File: config.mk
export PLATFORM = sky130hd
export DESIGN_NAME = multi_delay_timer
export DESIGN_NICKNAME = d
export VERILOG_FILES = /design/src/rtl/timer_pkg.sv /design/src/rtl/delay_channel.sv /design/src/rtl/multi_delay_timer.sv
export SDC_FILE = /design/constraint.sdc
export NUM_CORES = 1
export LEC_CHECK = 0
export CAP_MARGIN = 0
export CORE_ASPECT_RATIO = 1.5
export CORE_MARGIN = 2
export CORE_UTILIZATION = 50
export DETAILED_ROUTE_END_ITERATION = 8
export GPL_TIMING_DRIVEN = 0
export PLACE_DENSITY = 0.73
export SLEW_MARGIN = 20
export SYNTH_ARGS = -nofsm -noshare
export SYNTH_HDL_FRONTEND = slang
export SYNTH_HIERARCHICAL = 1
export SYNTH_SLANG_ARGS = --single-unit
export TNS_END_PERCENT = 10
File: constraint.sdc
create_clock -name clock -period 3.6 [get_ports clock]
set_clock_uncertainty 0.15 [all_clocks]
set_input_delay 0.9 -clock clock [delete_from_list [all_inputs] [get_ports clock]]
set_output_delay 0.9 -clock clock [all_outputs]
set_load 0.01 [all_outputs]
File: src/rtl/timer_pkg.sv
// Shared encodings and defaults for the multi-channel millisecond delay timer.
package timer_pkg;

  typedef enum logic {
    ST_IDLE = 1'b0,
    ST_RUN  = 1'b1
  } ch_state_e;

  localparam logic MODE_ONESHOT  = 1'b0;
  localparam logic MODE_PERIODIC = 1'b1;

  localparam int DEFAULT_TICKS_PER_MS = 100000;

endpackage

File: src/rtl/delay_channel.sv
// One delay channel: prescaler divides the clock down to ms ticks, the ms counter
// counts the latched duration, and done pulses on the edge after both reach zero.
module delay_channel
  import timer_pkg::*;
#(
  parameter int DUR_W        = 11,
  parameter int TICKS_PER_MS = DEFAULT_TICKS_PER_MS
) (
  input  logic             clock,
  input  logic             reset,
  input  logic             start,
  input  logic             cancel,
  input  logic             periodic,
  input  logic [DUR_W-1:0] duration,
  output logic             done,
  output logic             busy,
  output logic [DUR_W-1:0] remaining_ms
);

  localparam int PRE_W = (TICKS_PER_MS > 1) ? $clog2(TICKS_PER_MS) : 1;
  localparam logic [PRE_W-1:0] PRE_RELOAD = PRE_W'(TICKS_PER_MS - 1);

  ch_state_e        state_q, state_d;
  logic [PRE_W-1:0] pre_q, pre_d;
  logic [DUR_W-1:0] ms_q, ms_d;
  logic [DUR_W-1:0] rem_q, rem_d;
  logic             done_q, done_d;
  logic [DUR_W-1:0] dur_q, dur_d;
  logic             mode_q, mode_d;

  always_comb begin
    state_d = state_q;
    pre_d   = pre_q;
    ms_d    = ms_q;
    rem_d   = rem_q;
    done_d  = 1'b0;
    dur_d   = dur_q;
    mode_d  = mode_q;
    if (start) begin
      // A zero duration expires on the very next edge and never reloads.
      state_d = ST_RUN;
      dur_d   = duration;
      mode_d  = (periodic && (duration != '0)) ? MODE_PERIODIC : MODE_ONESHOT;
      pre_d   = (duration == '0) ? '0 : PRE_RELOAD;
      ms_d    = (duration == '0) ? '0 : duration - 1'b1;
      rem_d   = duration;
    end else if (state_q == ST_RUN) begin
      if (cancel) begin
        state_d = ST_IDLE;
        pre_d   = '0;
        ms_d    = '0;
        rem_d   = '0;
      end else if ((pre_q == '0) && (ms_q == '0)) begin
        done_d = 1'b1;
        if (mode_q == MODE_PERIODIC) begin
          pre_d = PRE_RELOAD;
          ms_d  = dur_q - 1'b1;
          rem_d = dur_q;
        end else begin
          state_d = ST_IDLE;
          rem_d   = '0;
        end
      end else if (pre_q == '0) begin
        // Old ms count equals the new count plus one, i.e. the new whole-ms remainder.
        pre_d = PRE_RELOAD;
        ms_d  = ms_q - 1'b1;
        rem_d = ms_q;
      end else begin
        pre_d = pre_q - 1'b1;
      end
    end
  end

  always_ff @(posedge clock) begin
    if (!reset) begin
      state_q <= ST_IDLE;
      pre_q   <= '0;
      ms_q    <= '0;
      rem_q   <= '0;
      done_q  <= 1'b0;
    end else begin
      state_q <= state_d;
      pre_q   <= pre_d;
      ms_q    <= ms_d;
      rem_q   <= rem_d;
      done_q  <= done_d;
    end
  end

  always_ff @(posedge clock) begin
    dur_q  <= dur_d;
    mode_q <= mode_d;
  end

  assign done         = done_q;
  assign busy         = (state_q == ST_RUN);
  assign remaining_ms = rem_q;

endmodule

File: src/rtl/multi_delay_timer.sv
// NUM_CH independent millisecond delay timers sharing one clock and reset;
// per-channel buses are packed with channel i at [i*DUR_W +: DUR_W].
module multi_delay_timer
  import timer_pkg::*;
#(
  parameter int NUM_CH       = 4,
  parameter int DUR_W        = 11,
  parameter int TICKS_PER_MS = DEFAULT_TICKS_PER_MS
) (
  input  logic                    clock,
  input  logic                    reset,
  input  logic [NUM_CH-1:0]       start,
  input  logic [NUM_CH-1:0]       cancel,
  input  logic [NUM_CH-1:0]       periodic,
  input  logic [NUM_CH*DUR_W-1:0] duration,
  output logic [NUM_CH-1:0]       done,
  output logic [NUM_CH-1:0]       busy,
  output logic [NUM_CH*DUR_W-1:0] remaining_ms
);

  for (genvar i = 0; i < NUM_CH; i++) begin : g_ch
    delay_channel #(
      .DUR_W        (DUR_W),
      .TICKS_PER_MS (TICKS_PER_MS)
    ) u_ch (
      .clock        (clock),
      .reset        (reset),
      .start        (start[i]),
      .cancel       (cancel[i]),
      .periodic     (periodic[i]),
      .duration     (duration[i*DUR_W +: DUR_W]),
      .done         (done[i]),
      .busy         (busy[i]),
      .remaining_ms (remaining_ms[i*DUR_W +: DUR_W])
    );
  end

endmodule

== Word-level counts from Yosys, hierarchy flattened ==
Index checks and enable logic that the tools add are counted.

* Flip-flop bits (word level): 212
* Word-level logic and storage cells: 209

* Eq/ne operators: 4
* Reductions and logical operators: 48
* $add $sub $neg: 16
* Bitwise operators: 5
* Mux-type cells: 108

{| class="wikitable"
|+ Operators with widths
! operator !! count
|-
| $mux 11 || 52
|-
| $mux 17 || 28
|-
| $sub 11x1->11 const B || 12
|-
| $logic_not 11->1 || 8
|-
| $logic_not 17->1 || 4
|-
| $sub 17x1->17 const B || 4
|-
| $reduce_bool 11->1 || 4
|-
| $mux 1 || 28
|-
| $ne 4x3->1 const B || 4
|-
| $reduce_and 2->1 || 8
|-
| $reduce_bool 4->1 || 4
|-
| $reduce_or 4->1 || 4
|-
| $reduce_and 3->1 || 4
|-
| $logic_and 1x1->1 || 8
|-
| $reduce_bool 2->1 || 4
|-
| $not 1->1 || 5
|}

== Depth between registers and ports, before layout ==
Gate-level depths: netlist of the first run.

* Depth after elaboration: 6
* Mapped depth: 15

== Modules after synthesis ==
Netlist of the first run, hierarchy kept.

{| class="wikitable"
|+ By module, submodules not included
! module !! area an instance (µm²) !! cells an instance !! times used
|-
| delay_channel (g_ch[0].u_ch ...) || 3098.0 || 345 || 2
|-
| delay_channel (g_ch[3].u_ch) || 3205.6 || 384 || 1
|-
| delay_channel (g_ch[2].u_ch) || 3176.8 || 374 || 1
|}

== Worst setup path before layout of the first run ==
No wires, ideal clock.

* Kind: register to register
* Start: register g_ch[2].u_ch.ms_q[5]
* End: register g_ch[2].u_ch.ms_q[10]
* Path buffers: 3
* Stages on the path, launching flop included: 15
* Clock period less this slack: 3.394 ns
* Arrival time: 3.112 ns
* Path slack: 0.206 ns
* Cell sequence: dfxtp_1 clkbuf_1 nor4_2 nand3_1 clkbuf_1 nor2_1 buf_2 a21oi_1 ha_1 nor3b_1 nand3_1 nor3_1 o221ai_1 a31oi_1 a21oi_1

* Word-level cells in the longest chain between the ends: 6

{| class="wikitable"
|+ Ends and longest elaborated chain
! element !! line !! text
|-
| start, declared || delay_channel.sv:25 || <nowiki>logic [DUR_W-1:0] ms_q, ms_d;</nowiki>
|-
| start signal, assigned || delay_channel.sv:84 || <nowiki>ms_q <= ms_d;</nowiki>
|-
| $sub 11x1->11 or $logic_not 11->1 (tied branches) || delay_channel.sv:66, delay_channel.sv:53 ||
|-
| $mux 11 or $logic_and 1x1->1 (tied branches) || delay_channel.sv:63, delay_channel.sv:53 ||
|-
| $mux 11 || delay_channel.sv:53 || <nowiki>end else if ((pre_q == '0) && (ms_q == '0)) begin</nowiki>
|-
| $mux 11 || delay_channel.sv:48 || <nowiki>if (cancel) begin</nowiki>
|-
| $mux 11 || delay_channel.sv:47 || <nowiki>end else if (state_q == ST_RUN) begin</nowiki>
|-
| $mux 11 || delay_channel.sv:39 || <nowiki>if (start) begin</nowiki>
|}

Several ways; a longest one is shown, not always the timed one. The select of a mux whose other input is x is not followed.
A chain may end at the register's enable or synchronous reset.

== Final worst setup path of the first run ==
* Start: input duration[12]
* End: register g_ch[1].u_ch.pre_q[2]

* Word-level cells in the longest chain between the ends: 3

{| class="wikitable"
|+ Ends and longest elaborated chain
! element !! line !! text
|-
| start, declared || multi_delay_timer.sv:15 || <nowiki>input logic [NUM_CH*DUR_W-1:0] duration,</nowiki>
|-
| $logic_not 11->1 || delay_channel.sv:44 || <nowiki>pre_d = (duration == '0) ? '0 : PRE_RELOAD;</nowiki>
|-
| $mux 17 || delay_channel.sv:44 ||
|-
| $mux 17 || delay_channel.sv:39 ||
|-
| end signal, assigned || delay_channel.sv:83 || <nowiki>pre_q <= pre_d;</nowiki>
|-
| end, declared || delay_channel.sv:24 || <nowiki>logic [PRE_W-1:0] pre_q, pre_d;</nowiki>
|}

No other way between the ends.

==> results of run 1 <==
## registers in the layout, summed over array words and instances, names as in the netlist
register                flops
g_ch.u_ch/pre_q            68
g_ch.u_ch/dur_q            44
g_ch.u_ch/ms_q             44
g_ch.u_ch/remaining_ms     44
g_ch.u_ch/busy              4
g_ch.u_ch/done              4
g_ch.u_ch/mode_q            4
## metrics by stage
stage	setup WS (ns)	TNS, ns	util [%]
floorplan	0.206	0	-
global placement	-0.822	-21.34	56.6
detailed placement	-0.810	-24.55	56.6
CTS	0.0495	0	59.7
global route	0.0132	0	60.1
finish	0.135	0	60.1
## worst paths after layout
| path | startpoint | end | slack, ns |
|---|---|---|---|
| setup / recovery | duration[12] | g_ch[1].u_ch/pre_q[2] | 0.13 |
| hold / removal | g_ch[3].u_ch/busy | g_ch[3].u_ch/done | 0.34 |
| setup reg to reg | g_ch[1].u_ch/ms_q[4] | g_ch[1].u_ch/ms_q[8] | 0.17 |
| hold reg to reg | g_ch[3].u_ch/busy | g_ch[3].u_ch/done | 0.34 |
## tightest hold or removal path, stage by stage, from the launching register on
cell and delay, ns:
dfxtp_1 0.35, nand2_1 0.07, nor3_1 0.04
## per-layer routing
| metal | track usage [%] | wire (µm) |
|---|---|---|
| met2 | 51.4 | 19400 |
| met4 | 14.7 | 1840 |
| met3 | 4.05 | 2560 |
| met5 | 0 | 0 |
| met1 | 32.8 | 14800 |
## timing repair
item                       4_1_cts  5_1_grt
pin swaps                        0        7
setup endpoints to repair        9       11
gates resized for setup         10       20
buffers inserted                 0        1
## power breakdown
part / switching (mW) / internal, mW / leakage [nW]
clock: 0.966 / 1.38 / 0.357
sequential: 0.235 / 2.63 / 1.82
combinational: 0.933 / 0.678 / 3.14
total: 2.13 / 4.69 / 5.32
## final cells by class
class | instances | share of cell area, %
buffer | 90 | 3.00
inverter | 27 | 0.678
tap | 328 | 2.74
sequential | 212 | 31.6
timing repair buffer | 110 | 7.36
multi-input combinational | 1117 | 49.7
clock inverter | 8 | 0.602
clock buffer | 33 | 4.30
## cell families after synthesis
logic type,count (synthesis)
xor+xnor,69
buf+inv,119
fa+ha+maj,16
compound gates,545
mux,8
flops,212
simple gates,479
## synthesized netlist by cell type (all sizes together), types with 6 or more instances
library cell,number,area (µm²)
a2111oi,7,61.3
a211oi,9,77.6
a21boi,10,75.1
a21oi,154,782
a22oi,23,173
a2bb2oi,8,70.1
a311oi,10,87.6
a31o,17,149
a31oi,32,200
a41oi,9,86.3
and3,9,56.3
and4,7,66.3
buf,28,158
clkbuf,64,290
dfxtp,164,3280
edfxtp,48,1440
ha,16,200
inv,25,93.8
nand2,80,303
nand2b,10,62.6
nand3,38,200
nand3b,7,52.6
nand4,14,145
nand4b,10,87.6
nor2,138,523
nor2b,6,37.5
nor3,58,290
nor3b,13,97.6
nor4,45,477
o211a,28,280
o211ai,20,150
o21a,14,105
o21ai,123,638
o221a,7,78.8
o221ai,8,70.1
o31a,7,61.3
o31ai,15,118
or3,18,123
or4,10,75.1
xnor2,38,333
xor2,31,272
==> impl_metrics.ini, run 1 <==
[floorplanning]
die-width_um = 134
dieArea_um2 = 26500
coreArea_um2 = 24900
die_y_um = 198
row_count = 71
ios = 110
start_util_pct = 50.6

[synthesis]
synth_top_family_by_area = compound AO/OA/AOI/OAI gates
seq_area_frac_synth_pct = 37.6
yosys.area_share.xor_xnor_pct = 4.80
syn-instance-count = 1448
synth_compound_area_share_pct = 29.2
yosys_warnings = 6
avgSynthCellArea_um2 = 8.69
ys_types = 90
yosys_register_bits = 212
synth_edf_count = 48
async_flop_share_pct = 0
syn_nets = 1522
yosys_most_used_dff = dfxtp_1
syn-cell-area_um2 = 12600
yosys.area_share.simple_pct = 21.8
yosys.area_share.adder_pct = 1.59
synth.area.mux_share_pct = 0.686

[layout]
design_area_um2 = 15000
fin_nets = 1655
fin_cells = 1925
final_common_cell = dfxtp_1
fillers = 2270
seq_area_um2 = 4720
final_cell_mix = 164 x dfxtp_1, 150 x a21oi_1, 134 x nor2_1
diodes = 0
layout-drive-gt1-share_pct = 10.4
multi_input_area_um2 = 7430
syn2layout_area_growth_pct = 18.9

[timing]
grt_setup_unrepaired = no
min_period_ns = 3.47
hold_viol_final = 0
min_period_over_period_pct = 96.3
finalSetupViolations = 0
holdWs_ns = 0.344
max_slew.worst_pin.slew_ns = 1.05
final_max_slew_viol_count = 0
fmax_mhz = 289
slew-limit-headroom_pct = 29.2

[place]
place_inst = 1885
postPlaceCellArea_um2 = 14100
gp_congestion = 0.995
post-dp-hpwl_mm = 27.4
io_buffer_count = 109

[grt]
grt_pass1_vias = 11925
track_usage_pct = 28.5
grt_overflow = 0
grt_pass1_wl_mm = 61.6
grt_max_degree = 16
antenna_found_initial = 0

[setup_path]
end_kind = flip-flop
worstSetupPathDepth = 10
crit_type = input port to flip-flop
critPathRequiredTime_ns = 3.86
cp_cell_sequence = clkdlybuf4s50_1 > inv_1 > ha_1 > nand4b_1 > or4_1 > o21a_1 > clkbuf_1 > nor3_1 > nor2_1 > o221a_2
worst-r2r-cell-count = 13
cp_max_fo = 10
critPathArrivalTime_ns = 3.72
crit_family = simple AND/OR/NAND/NOR gates
critPathBufInv = 3
max_stage_delay_ns = 0.54
worst_setup_path_start_kind = input port
critPathSlowestCell = or4_1

[routing]
wire_per_inst_um = 20.1
drt_pass1_iterations = 5
vias_per_cell = 6.43
first_iter_violations = 1049
wirelength_mm = 38.6
post-route-drc-count = 0
ant_nets = 0
route.vias.total = 12369

[pwr]
peakVddDrop_uv = 363
p_total_mw = 6.83
cellPowerDensity_nw_per_um2 = 456
power.leakage_nw = 5.32

[worst_hold_path]
hold_path_depth = 2
hold_path.class = flip-flop to flip-flop

[cts]
cts_tree = yes
numCtsBuffers = 23
clock-sinks = 212
holdBufCountCts = 0
cts_buffer_depth = 3
clk_transition_reported_paths_ns = 0.06
clk-insertion-delay-late_ns = 0.52
clock-root-buffer = clkbuf_16
htreeDepth = 1

[flow_run]
maxCapViolCount = 0

[status]
status = complete, no violations
(Power assumes the default switching activity.)
==> run 2, diff against run 1 <==
--- a/config.mk
+++ b/config.mk
@@ -6,12 +6,12 @@
 export NUM_CORES = 1
 export LEC_CHECK = 0
 export CAP_MARGIN = 0
-export CORE_ASPECT_RATIO = 1.5
+export CORE_ASPECT_RATIO = 1.25
 export CORE_MARGIN = 2
 export CORE_UTILIZATION = 50
 export DETAILED_ROUTE_END_ITERATION = 8
 export GPL_TIMING_DRIVEN = 0
-export PLACE_DENSITY = 0.73
+export PLACE_DENSITY_LB_ADDON = 0.1
 export SLEW_MARGIN = 20
 export SYNTH_ARGS = -nofsm -noshare
 export SYNTH_HDL_FRONTEND = slang
==> run 2 against run 1 <==
- register-to-register slack improved by 0.03 ns
- cell area rose by 0.24%
- power fell by 0.41%
- sequential cell count did not move
- non-clock buffer count rose by 7
- largest power group unchanged
==> impl_metrics.ini, run 2 (synthesis gave the netlist of run 1 again) <==
[layout]
diodes = 0
largest_register_ffs = 68
multi_input_area_um2 = 7430
layout-drive-gt1-share_pct = 10.9
syn2layout_area_growth_pct = 19.2
largest_register = g_ch.u_ch/pre_q
seq_area_um2 = 4720
fin_nets = 1662
fillers = 2216
final_common_cell = dfxtp_1
fin_cells = 1934
final_cell_mix = 164 x dfxtp_1, 151 x a21oi_1, 135 x nor2_1

[flow_run]
maxCapViolCount = 0

[routing]
wirelength_mm = 38.3
drt_pass1_iterations = 6
post-route-drc-count = 0
ant_nets = 0
route.vias.total = 12441
vias_per_cell = 6.43
wire_per_inst_um = 19.8
first_iter_violations = 887

[timing]
slew-limit-headroom_pct = 26.5
hold_viol_final = 0
fmax_mhz = 289
finalSetupViolations = 0
min_period_ns = 3.46
grt_setup_unrepaired = yes
tns_ns = 0
final_max_slew_viol_count = 0
max_slew.worst_pin.slew_ns = 1.09
min_period_over_period_pct = 96.1

[setup_path]
critPathRequiredTime_ns = 3.85
worst-r2r-cell-count = 13
crit_type = input port to flip-flop
crit_start = duration[22]
cp_max_fo = 10
worst_setup_path_start_kind = input port
rr_endpoint = g_ch[0].u_ch/ms_q[8]
r2r_slack_ns = 0.20
end_kind = flip-flop
rr_startpoint = g_ch[0].u_ch/pre_q[7]
critPathArrivalTime_ns = 3.71

[floorplanning]
dieArea_um2 = 26400
start_util_pct = 51.2
coreArea_um2 = 24600
ios = 110
row_count = 64
die_y_um = 181
die-width_um = 146

[worst_hold_path]
hold_path_end = g_ch[0].u_ch/remaining_ms[3]
hold_start = g_ch[0].u_ch/remaining_ms[3]
hold_path_depth = 1
hold_path.class = flip-flop to flip-flop

[cts]
clk_transition_reported_paths_ns = 0.06
clock-root-buffer = clkbuf_16
clock-sinks = 212
cts_tree = yes
numCtsBuffers = 23
htreeDepth = 1
cts_buffer_depth = 3
clk-insertion-delay-late_ns = 0.51

[status]
status = complete, no violations

[grt]
use_met1_pct = 35.8
grt_busiest_layer = met2
grt_overflow = 0
track_usage_pct = 27.9
antenna_found_initial = 0
grt_pass1_wl_mm = 61.6
use_met3_pct = 3.94
grt_max_degree = 16
grt_use_met2_pct = 47.4
grt_pass1_vias = 11699

[pwr]
power.leakage_nw = 5.35
peakVddDrop_uv = 309
cellPowerDensity_nw_per_um2 = 453

[place]
io_buffer_count = 109
place_inst = 1887
post-dp-hpwl_mm = 27.1
gp_congestion = 0.949
-- run 2: cell types whose count changed in the layout (fill, tap and decap cells not counted), moves of 2 or more --
cell      change
buf_4         +4
clkinv_1      -2
nor4_4        -2
nor4_2        +3
clkbuf_2      +2
-- run 2: through the flow --
step	worst slack [ns]	power [mW]	area [µm²]	utilization [%]	hold slack, ns
floorplan	0.206	3.90	12600	-	0.328
global placement	-0.697	4.42	14100	57.3	0.334
detailed placement	-0.695	4.44	14100	57.3	0.339
CTS	0.00246	6.78	14900	60.4	0.353
global route	-0.00981	7.12	15000	61.0	0.374
finish	0.139	6.80	15000	61.0	0.353
-- run 2: layout make-up --
class,count,share of cell area (%)
multi-input cells,1117,49.5
clock inverters,6,0.376
well taps,330,2.75
inverters,27,0.676
clock buffers,35,4.48
plain buffers,92,3.06
repair buffers,115,7.60
flip-flops and latches,212,31.5
-- run 2: worst max-delay path by stage --
stage	endpoint	slack [ns]	cells after the start
final	g_ch[2].u_ch/ms_q[5]	0.14	10
after global routing	g_ch[1].u_ch/ms_q[8]	-0.01	13
after CTS	g_ch[2].u_ch/ms_q[10]	0.002	8
after detailed placement	g_ch[2].u_ch/ms_q[10]	-0.69	14
after global placement	g_ch[2].u_ch/ms_q[10]	-0.70	14
after floorplan	g_ch[2].u_ch/ms_q[10]	0.21	14
-- run 2: where the power goes --
part / total [mW] / internal (mW) / switching [mW]
combinational: 1.62 / 0.684 / 0.934
sequential: 2.87 / 2.63 / 0.233
clock: 2.31 / 1.36 / 0.957
-- run 2: timing repair --
action	4_1_cts	5_1_grt
gates resized for setup	10	18
endpoints found under the setup margin	6	31
buffers inserted	0	6
gates cloned	0	0
pin swaps	0	5
hold buffers	0	0
-- run 2: critical path, stage by stage --
cell and delay (ns):
clkdlybuf4s50_1 0.48, inv_1 0.09, ha_1 0.18, nor2b_1 0.28
nand4b_1 0.22, o21ai_0 0.55, clkbuf_1 0.49, a21o_1 0.16
o221ai_1 0.13, a32o_1 0.23
-- run 2: layer usage --
layer  share of wire, %  wire [µm]  vias up
met5                  0          0        -
met2                 49      18800      568
met4                2.8       1090        0
met1                 41      15800     5958
li1                   -          -     5831
met3                7.0       2660       84
